File: src/rtl/fetch_decode_stage_pkg.sv
// Shared definitions for the KGP-RISC fetch/decode stage: instruction field
// positions, FSM state encodings and the PC step helper.
package fetch_decode_stage_pkg;

  localparam int INSTR_W = 32;
  localparam int OPC_HI  = 31;
  localparam int OPC_LO  = 26;
  localparam int RS_HI   = 25;
  localparam int RS_LO   = 21;
  localparam int RT_HI   = 20;
  localparam int RT_LO   = 16;
  localparam int IMM_HI  = 15;
  localparam int IMM_LO  = 0;
  localparam int TGT_HI  = 25;
  localparam int TGT_LO  = 0;

  typedef enum logic [1:0] {
    S_BOOT  = 2'd0,
    S_RUN   = 2'd1,
    S_STALL = 2'd2
  } fd_state_t;

  // Sequential fetch advances one word; wraps naturally at 2^32.
  function automatic logic [31:0] pc_step(input logic [31:0] pc);
    return pc + 32'd4;
  endfunction

endpackage

File: src/rtl/fd_skid_reg.sv
// One-entry {pc,instr} holding register used to park a memory return while
// the output register is stalled.
module fd_skid_reg
  import fetch_decode_stage_pkg::*;
(
  input  logic               clk,
  input  logic               rst,
  input  logic               clear,
  input  logic               load,
  input  logic [31:0]        load_pc,
  input  logic [INSTR_W-1:0] load_instr,
  output logic               valid,
  output logic [31:0]        pc,
  output logic [INSTR_W-1:0] instr
);

  logic               valid_reg;
  logic [31:0]        pc_reg;
  logic [INSTR_W-1:0] instr_reg;

  always_ff @(posedge clk) begin
    if (rst) begin
      valid_reg <= 1'b0;
      pc_reg    <= '0;
      instr_reg <= '0;
    end else if (clear) begin
      valid_reg <= 1'b0;
    end else if (load) begin
      valid_reg <= 1'b1;
      pc_reg    <= load_pc;
      instr_reg <= load_instr;
    end
  end

  assign valid = valid_reg;
  assign pc    = pc_reg;
  assign instr = instr_reg;

endmodule

File: src/rtl/fetch_decode_stage.sv
// Instruction fetch into a 1-cycle synchronous IMEM, registered output with
// valid/ready backpressure, 1-entry skid and redirect flush; field slicing.
module fetch_decode_stage
  import fetch_decode_stage_pkg::*;
#(
  parameter logic [31:0] RESET_PC = 32'h0000_0000,
  parameter int          IMEM_AW  = 10
) (
  input  logic               clk,
  input  logic               rst,
  output logic               imem_en,
  output logic [IMEM_AW-1:0] imem_addr,
  input  logic [INSTR_W-1:0] imem_rdata,
  input  logic               redirect_valid,
  input  logic [31:0]        redirect_pc,
  input  logic               id_ready,
  output logic               id_valid,
  output logic [31:0]        id_pc,
  output logic [INSTR_W-1:0] id_instr,
  output logic [5:0]         id_opcode,
  output logic [4:0]         id_rs,
  output logic [4:0]         id_rt,
  output logic [15:0]        id_imm16,
  output logic [25:0]        id_target26
);

  logic [31:0]        fetch_pc_reg;
  logic               inflight_reg;
  logic [31:0]        inflight_pc_reg;
  fd_state_t          state_reg;
  logic               id_valid_reg;
  logic [31:0]        id_pc_reg;
  logic [INSTR_W-1:0] id_instr_reg;

  logic               stalled;
  logic               out_free;
  logic               issue;
  logic               skid_clear;
  logic               skid_load;
  logic               skid_valid;
  logic [31:0]        skid_pc;
  logic [INSTR_W-1:0] skid_instr;
  logic               unused_bits;

  assign stalled   = id_valid_reg & ~id_ready;
  assign out_free  = ~id_valid_reg | id_ready;
  // No read on a redirect cycle: the target is fetched on the following cycle.
  assign issue     = ~rst & ~stalled & ~redirect_valid;
  assign imem_en   = issue;
  assign imem_addr = fetch_pc_reg[IMEM_AW+1:2];
  assign unused_bits = ^redirect_pc[1:0];

  // Skid refills only from a return that the output register cannot take.
  always_comb begin
    skid_clear = 1'b0;
    skid_load  = 1'b0;
    if (redirect_valid) begin
      skid_clear = 1'b1;
    end else if (out_free) begin
      if (skid_valid) begin
        if (inflight_reg) skid_load  = 1'b1;
        else              skid_clear = 1'b1;
      end
    end else if (inflight_reg) begin
      skid_load = 1'b1;
    end
  end

  fd_skid_reg u_skid (
    .clk        (clk),
    .rst        (rst),
    .clear      (skid_clear),
    .load       (skid_load),
    .load_pc    (inflight_pc_reg),
    .load_instr (imem_rdata),
    .valid      (skid_valid),
    .pc         (skid_pc),
    .instr      (skid_instr)
  );

  always_ff @(posedge clk) begin
    if (rst) begin
      fetch_pc_reg    <= RESET_PC;
      inflight_reg    <= 1'b0;
      inflight_pc_reg <= '0;
      state_reg       <= S_BOOT;
      id_valid_reg    <= 1'b0;
      id_pc_reg       <= '0;
      id_instr_reg    <= '0;
    end else if (redirect_valid) begin
      fetch_pc_reg <= {redirect_pc[31:2], 2'b00};
      inflight_reg <= 1'b0;
      id_valid_reg <= 1'b0;
      state_reg    <= S_RUN;
    end else begin
      inflight_reg <= issue;
      if (issue) begin
        inflight_pc_reg <= fetch_pc_reg;
        fetch_pc_reg    <= pc_step(fetch_pc_reg);
      end

      // Older skid content always drains before a fresh memory return.
      if (out_free) begin
        if (skid_valid) begin
          id_valid_reg <= 1'b1;
          id_pc_reg    <= skid_pc;
          id_instr_reg <= skid_instr;
        end else if (inflight_reg) begin
          id_valid_reg <= 1'b1;
          id_pc_reg    <= inflight_pc_reg;
          id_instr_reg <= imem_rdata;
        end else begin
          id_valid_reg <= 1'b0;
        end
      end

      case (state_reg)
        S_BOOT:  state_reg <= S_RUN;
        S_RUN:   if (stalled && inflight_reg) state_reg <= S_STALL;
        S_STALL: if (id_ready) state_reg <= S_RUN;
        default: state_reg <= S_RUN;
      endcase
    end
  end

  assign id_valid    = id_valid_reg;
  assign id_pc       = id_pc_reg;
  assign id_instr    = id_instr_reg;
  assign id_opcode   = id_instr_reg[OPC_HI:OPC_LO];
  assign id_rs       = id_instr_reg[RS_HI:RS_LO];
  assign id_rt       = id_instr_reg[RT_HI:RT_LO];
  assign id_imm16    = id_instr_reg[IMM_HI:IMM_LO];
  assign id_target26 = id_instr_reg[TGT_HI:TGT_LO];

endmodule

File: config.mk
export PLATFORM = sky130hd
export DESIGN_NAME = fetch_decode_stage
export DESIGN_NICKNAME = d
export VERILOG_FILES = /design/src/rtl/fetch_decode_stage_pkg.sv /design/src/rtl/fd_skid_reg.sv /design/src/rtl/fetch_decode_stage.sv
export SDC_FILE = /design/constraint.sdc
export NUM_CORES = 1
export LEC_CHECK = 0
export CAP_MARGIN = 20
export CELL_PAD_IN_SITES_DETAIL_PLACEMENT = 1
export CELL_PAD_IN_SITES_GLOBAL_PLACEMENT = 1
export CORE_MARGIN = 2
export CORE_UTILIZATION = 35
export DETAILED_ROUTE_END_ITERATION = 7
export PLACE_DENSITY = 0.88
export SETUP_SLACK_MARGIN = 0.4
export SLEW_MARGIN = 0
export SYNTH_ARGS = -nofsm -noshare
export SYNTH_HDL_FRONTEND = slang
export SYNTH_HIERARCHICAL = 1
export SYNTH_SLANG_ARGS = --single-unit
File: constraint.sdc
create_clock -name clk -period 2 [get_ports clk]
set_clock_uncertainty 0.05 [all_clocks]
set_input_delay 0.5 -clock clk [delete_from_list [all_inputs] [get_ports clk]]
set_output_delay 0.5 -clock clk [all_outputs]
set_load 0.01 [all_outputs]
Word level (Yosys, flattened, before mapping)
Index checks and enable logic that the tools add are counted. Widths: inputs -> output; s select.

Input port bits: 68. Flip-flop bits (word level): 195. Output and inout bits: 134. Word-level logic and storage cells: 43.

Mux-type cells: 15. Reductions and logical operators: 7. Add/subtract/negate cells: 1. Bitwise gates (word level): 10.

Operators by type and width (number): $mux 32 (6); $add 32x3->32 const B (1); $mux 1 (9); $not 1->1 (6); $reduce_and 2->1 (2); $reduce_bool 2->1 (2); $reduce_or 2->1 (2); $and 1x1->1 (3); $reduce_and 3->1 (1); $or 1x1->1 (1).

Logic depth before layout (Yosys ltp)
Word-level depth: 7. Depth in mapped cells: 10.

Cells and area by module
The synthesis kept the hierarchy.

By module, submodules not included: fetch_decode_stage (area an instance 6226.0 sq um, times used 1, sequential area each 2522.4 sq um, cells each 701); fd_skid_reg (area an instance 3194.3 sq um, times used 1, sequential area each 1301.2 sq um, cells each 295).

Worst setup path after synthesis
Ideal clock, no wire load.

Path kind: input to output. Start: in redirect_valid. End: out imem_en. Stages on the path: 3. Setup slack: -177 ps. Data required time: 1450 ps. Arrival: 1627 ps. Buffers on the path: 2. Cells stage by stage: clkbuf_1 -> nor3_1 -> clkbuf_1.

Cells in the longest elaborated chain, start to end: 2.

Ends and longest elaborated chain: start, declared (RTL line fetch_decode_stage.sv:14) `input logic redirect_valid,`; $not 1->1 (no source line); $and 1x1->1 (RTL line fetch_decode_stage.sv:48) `assign issue = ~rst & ~stalled & ~redirect_valid;`; end, declared (RTL line fetch_decode_stage.sv:11) `output logic imem_en,`.

No other way between the ends.

Worst setup path in the final report
Start: reg fetch_pc_reg[27]. End: reg fetch_pc_reg[30].

Cells in the longest elaborated chain, start to end: 3.

Ends and longest elaborated chain: start, declared (RTL line fetch_decode_stage.sv:27) `logic [31:0] fetch_pc_reg;`; start signal, assigned (RTL line fetch_decode_stage.sv:91) `fetch_pc_reg <= {redirect_pc[31:2], 2'b00};`; start signal, assigned (RTL line fetch_decode_stage.sv:99) `fetch_pc_reg <= pc_step(fetch_pc_reg);`; $add 32x3->32 (RTL line fetch_decode_stage_pkg.sv:25) `return pc + 32'd4;`; $mux 32 (RTL line fetch_decode_stage.sv:97) `if (issue) begin`; $mux 32 (RTL line fetch_decode_stage.sv:90) `end else if (redirect_valid) begin`.

No other way between the ends. The select of a mux whose other input is x is not followed. A chain may end at the register's enable or synchronous reset.

==> metrics.md <==
| Metric | Value |
|---|---|
| Outcome | `complete, but fails checks` |
| Failing checks | `setup timing` |
| VDD IR max | `~0.00047 V` |
| Leakage power | `6.77 nW` |
| CTS tree | `yes` |
| Initial DRC Count | `~740` |
| Share of cells above drive strength 1 | `between 30% and 40%` |
| Number of fill cells | `approximately 2700` |
| Startpoint Class | `flop` |
| Synth-to-Final Area Change | `59.7%` |
| Die Area | `about 28000 um^2` |
| Vias per inst | `5.71` |
| Pwr Density | `612 nW/um^2` |
| DRT Wirelength | `39.4 mm` |
| # diodes | `0` |
| Pins Over Slew Limit | `0` |
| Critical path arrival | `around 2.3 ns` |
| Setup TNS | `-0.0468 ns` |
| Vias | `around 9100` |
| TritonCTS buffer count | `17` |
| HPWL Detailed | `approximately 19 mm` |
| Area of the core | `around 27000 um^2` |
| Initial antenna violation count | `0` |
| DRC viols | `0` |
| Final critical-path share of the clock period | `102%` |
| Synth Area per Inst | `~9.5 um^2` |
| Nets@finish | `approximately 1300` |
| Fin. Hold Viols | `0` |
| Worst slew pin tran | `approximately 0.95 ns` |
| HP Class | `input pin to flop` |
| Critical path origin | `fetch_pc_reg[27]` |
| Final WS setup | `-0.0468 ns` |
| Crit path to | `fetch_pc_reg[30]` |
| RSZ-0062 raised after global routing | `true` |
| Routed Antenna Nets | `0` |
| Reg-to-Reg Start | `fetch_pc_reg[27]` |
| Crit path largest cell delay | `0.57 ns` |
| Slew headroom | `between 30% and 40%` |
| Largest net degree at the start of global routing | `136` |
| Clock slew at reported path FFs | `around 0.08 ns` |
| Max Root-Sink Buffers | `2` |
| Mapped cell area | `9420 um^2` |
| CTS H-tree depth | `4` |
| Yosys warnings | `6` |
| Mapped Cells | `about 1000` |
| Count of final setup violators | `1` |
| Post-Route Utilization | `about 56%` |
| Vias in the first global route | `8270` |
| Sequential Area | `about 4000 um^2` |
| Clock Latency Late Sink | `~0.45 ns` |
| Post-synthesis register bit count | `around 190` |
| Worst r2r path cells | `4` |
| # IOs | `~200` |
| # hold bufs at CTS | `0` |
| CP Max Fanout | `6` |
| Critical path capture point type | `flop` |
| Die Ht | `approximately 170 um` |
| # port buffers | `199` |
| Gr ovfl total | `0` |
| Root buffer cell | `clkbuf_16` |
| Yosys cell types | `56` |
| Chip width | `around 170 um` |
| Maximum operating frequency | `489 MHz` |
| Proportion of synthesized chip area in sequential cells | `40.6%` |
| Top_reg_cell synth | `dfxtp_1` |
| Number of synthesized flops with an enable pin | `0` |
| CP max stage cell | `dfxtp_1` |
| Critical-path cell list | `and4_1 > nand4_1 > or4_1 > a311oi_1` |
| Initial Utilization | `a little over a third` |
| Final Critical Period | `2.05 ns` |
| Crit Path Category | `flop to flop` |
| Async SR Flop Fraction | `0%` |
| CTS sink count | `191` |
| GPL Wtd Cong | `a little under 0.9` |
| WP data required | `2.29 ns` |
| First-pass GRT wire length | `around 47 mm` |
| Initial DRT Pass Iterations | `5` |
| Reg2Reg Setup Slack | `-0.05 ns` |
| Total track usage | `about a fifth` |
| Multi-input gate area | `5560 um^2` |
| Max-Cap Viols | `0` |
| WL/cell | `~25 um` |
| Worst R2R End | `fetch_pc_reg[30]` |
| # rows | `60` |
[kinds of logic (layout without fill, tap and decap cells)]
group / after synthesis / count (layout) / synth area share [%]
and+or+nand+nor: 357 / 357 / 23.5
buffers and inverters: 161 / 410 / 10.8
DFF: 191 / 191 / 40.6
AOI/OAI and AO/OA: 210 / 210 / 17.1
other: 1 / 2 / 0.0398
xor gates and xnor gates: 10 / 10 / 0.930
adders and majority gates: 1 / 1 / 0.133
muxes: 65 / 65 / 6.92
[timing repair]
item	in CTS	in global routing
setup endpoints to repair	322	311
setup buffers	23	54
cloned	10	20
pin swaps	6	79
resized for setup	156	355
[synth_stat cells (5+ instances only)]
cell | n | share of area, %
dfxtp_1 | 191 | 41
nor2_1 | 93 | 3.7
a211oi_1 | 71 | 5.7
buf_4 | 69 | 5.5
nand2b_1 | 65 | 4.3
mux2i_1 | 64 | 6.8
nand4bb_1 | 64 | 7.7
o21ai_2 | 55 | 5.1
nand2_1 | 52 | 2.1
clkbuf_1 | 40 | 1.6
a21oi_1 | 21 | 1.1
buf_2 | 21 | 1.1
nand4_1 | 17 | 1.1
a22o_1 | 13 | 1.2
buf_6 | 13 | 1.6
nand3_1 | 11 | 0.58
nor3_1 | 11 | 0.58
a311oi_1 | 10 | 0.93
nor4_1 | 10 | 0.66
o21ai_1 | 9 | 0.48
o31ai_1 | 9 | 0.72
buf_1 | 7 | 0.28
o21ai_0 | 7 | 0.37
or4_1 | 7 | 0.56
xnor2_1 | 6 | 0.56
and4_1 | 5 | 0.46
inv_1 | 5 | 0.20
nor2b_1 | 5 | 0.33
[layout make-up]
class / count / share of cell area (%)
Tap cell: 341 / 2.84
Inverter: 5 / 0.175
Sequential cell: 191 / 26.0
Clock inverter: 10 / 0.666
Clock buffer: 22 / 3.29
Timing Repair Buffer: 373 / 30.0
Multi-Input combinational cell: 645 / 37.0
[critical path, delay by kind of cell, from the launching register on]
family / cells / cell delay, ns
AOI/OAI and AO/OA: 1 / 0.28
and+or+nand+nor: 3 / 1.04
DFF: 1 / 0.57
[report_power, final]
group / total, W / switching (W) / internal (W)
logic: 0.00154 / 0.000727 / 0.000810
registers: 0.00411 / 0.000174 / 0.00393
clock network: 0.00356 / 0.00166 / 0.00190
[layout by cell type, fill, tap and decap left out, types with 10 or more instances in the layout]
master,synthesis,layout
dfxtp_1,191,160
dlymetal6s2s_1,0,90
nor2_1,93,79
buf_4,69,73
mux2i_1,64,64
nand2b_1,65,64
o21ai_2,55,64
clkdlybuf4s50_1,0,62
nand4bb_1,64,59
buf_6,13,48
a211oi_2,0,37
nand2_1,52,34
a211oi_1,71,32
clkbuf_16,0,31
dfxtp_4,0,21
buf_12,0,18
a21oi_2,0,17
nand4_1,17,17
buf_16,0,16
dlygate4sd2_1,0,14
nand2_4,0,13
a22o_1,13,13
buf_8,0,13
nor2_2,0,10
dfxtp_2,0,10
[per-layer routing]
metal / global-route usage [%] / vias to the layer above / wire length [um]
li1: - / 4033 / -
met1: 28.0 / 4543 / 16200
met2: 35.1 / 388 / 19500
met3: 3.76 / 105 / 2020
met4: 4.76 / 0 / 1680
met5: 0 / - / 0
[through the flow]
step	setup WS [ns]	hold WS (ns)	total power [W]	cells	area [um^2]
after floorplan	0.222	0.391	0.00477	997	9680
after global placement	-0.481	0.402	0.00528	1448	11700
after detailed placement	-0.644	0.416	0.00531	1448	11700
after CTS	0.0526	0.339	0.00878	1513	12900
after global routing	-0.0392	0.354	0.00950	1587	15000
final	-0.0468	0.360	0.00921	1587	15000
[how the worst min path moves through the flow]
stage	startpoint	end	slack, ns	cells after the start
2_1_floorplan	u_skid/instr[31]	u_skid/instr[31]	0.39	2
3_3_place_gp	u_skid/pc[30]	u_skid/pc[30]	0.40	2
3_5_place_dp	u_skid/pc[30]	u_skid/pc[30]	0.42	2
4_1_cts	rst	fetch_pc_reg[19]	0.34	3
5_1_grt	rst	fetch_pc_reg[19]	0.35	3
6_report	rst	fetch_pc_reg[19]	0.36	3
Note: power is estimated with default switching activity, not from simulation.
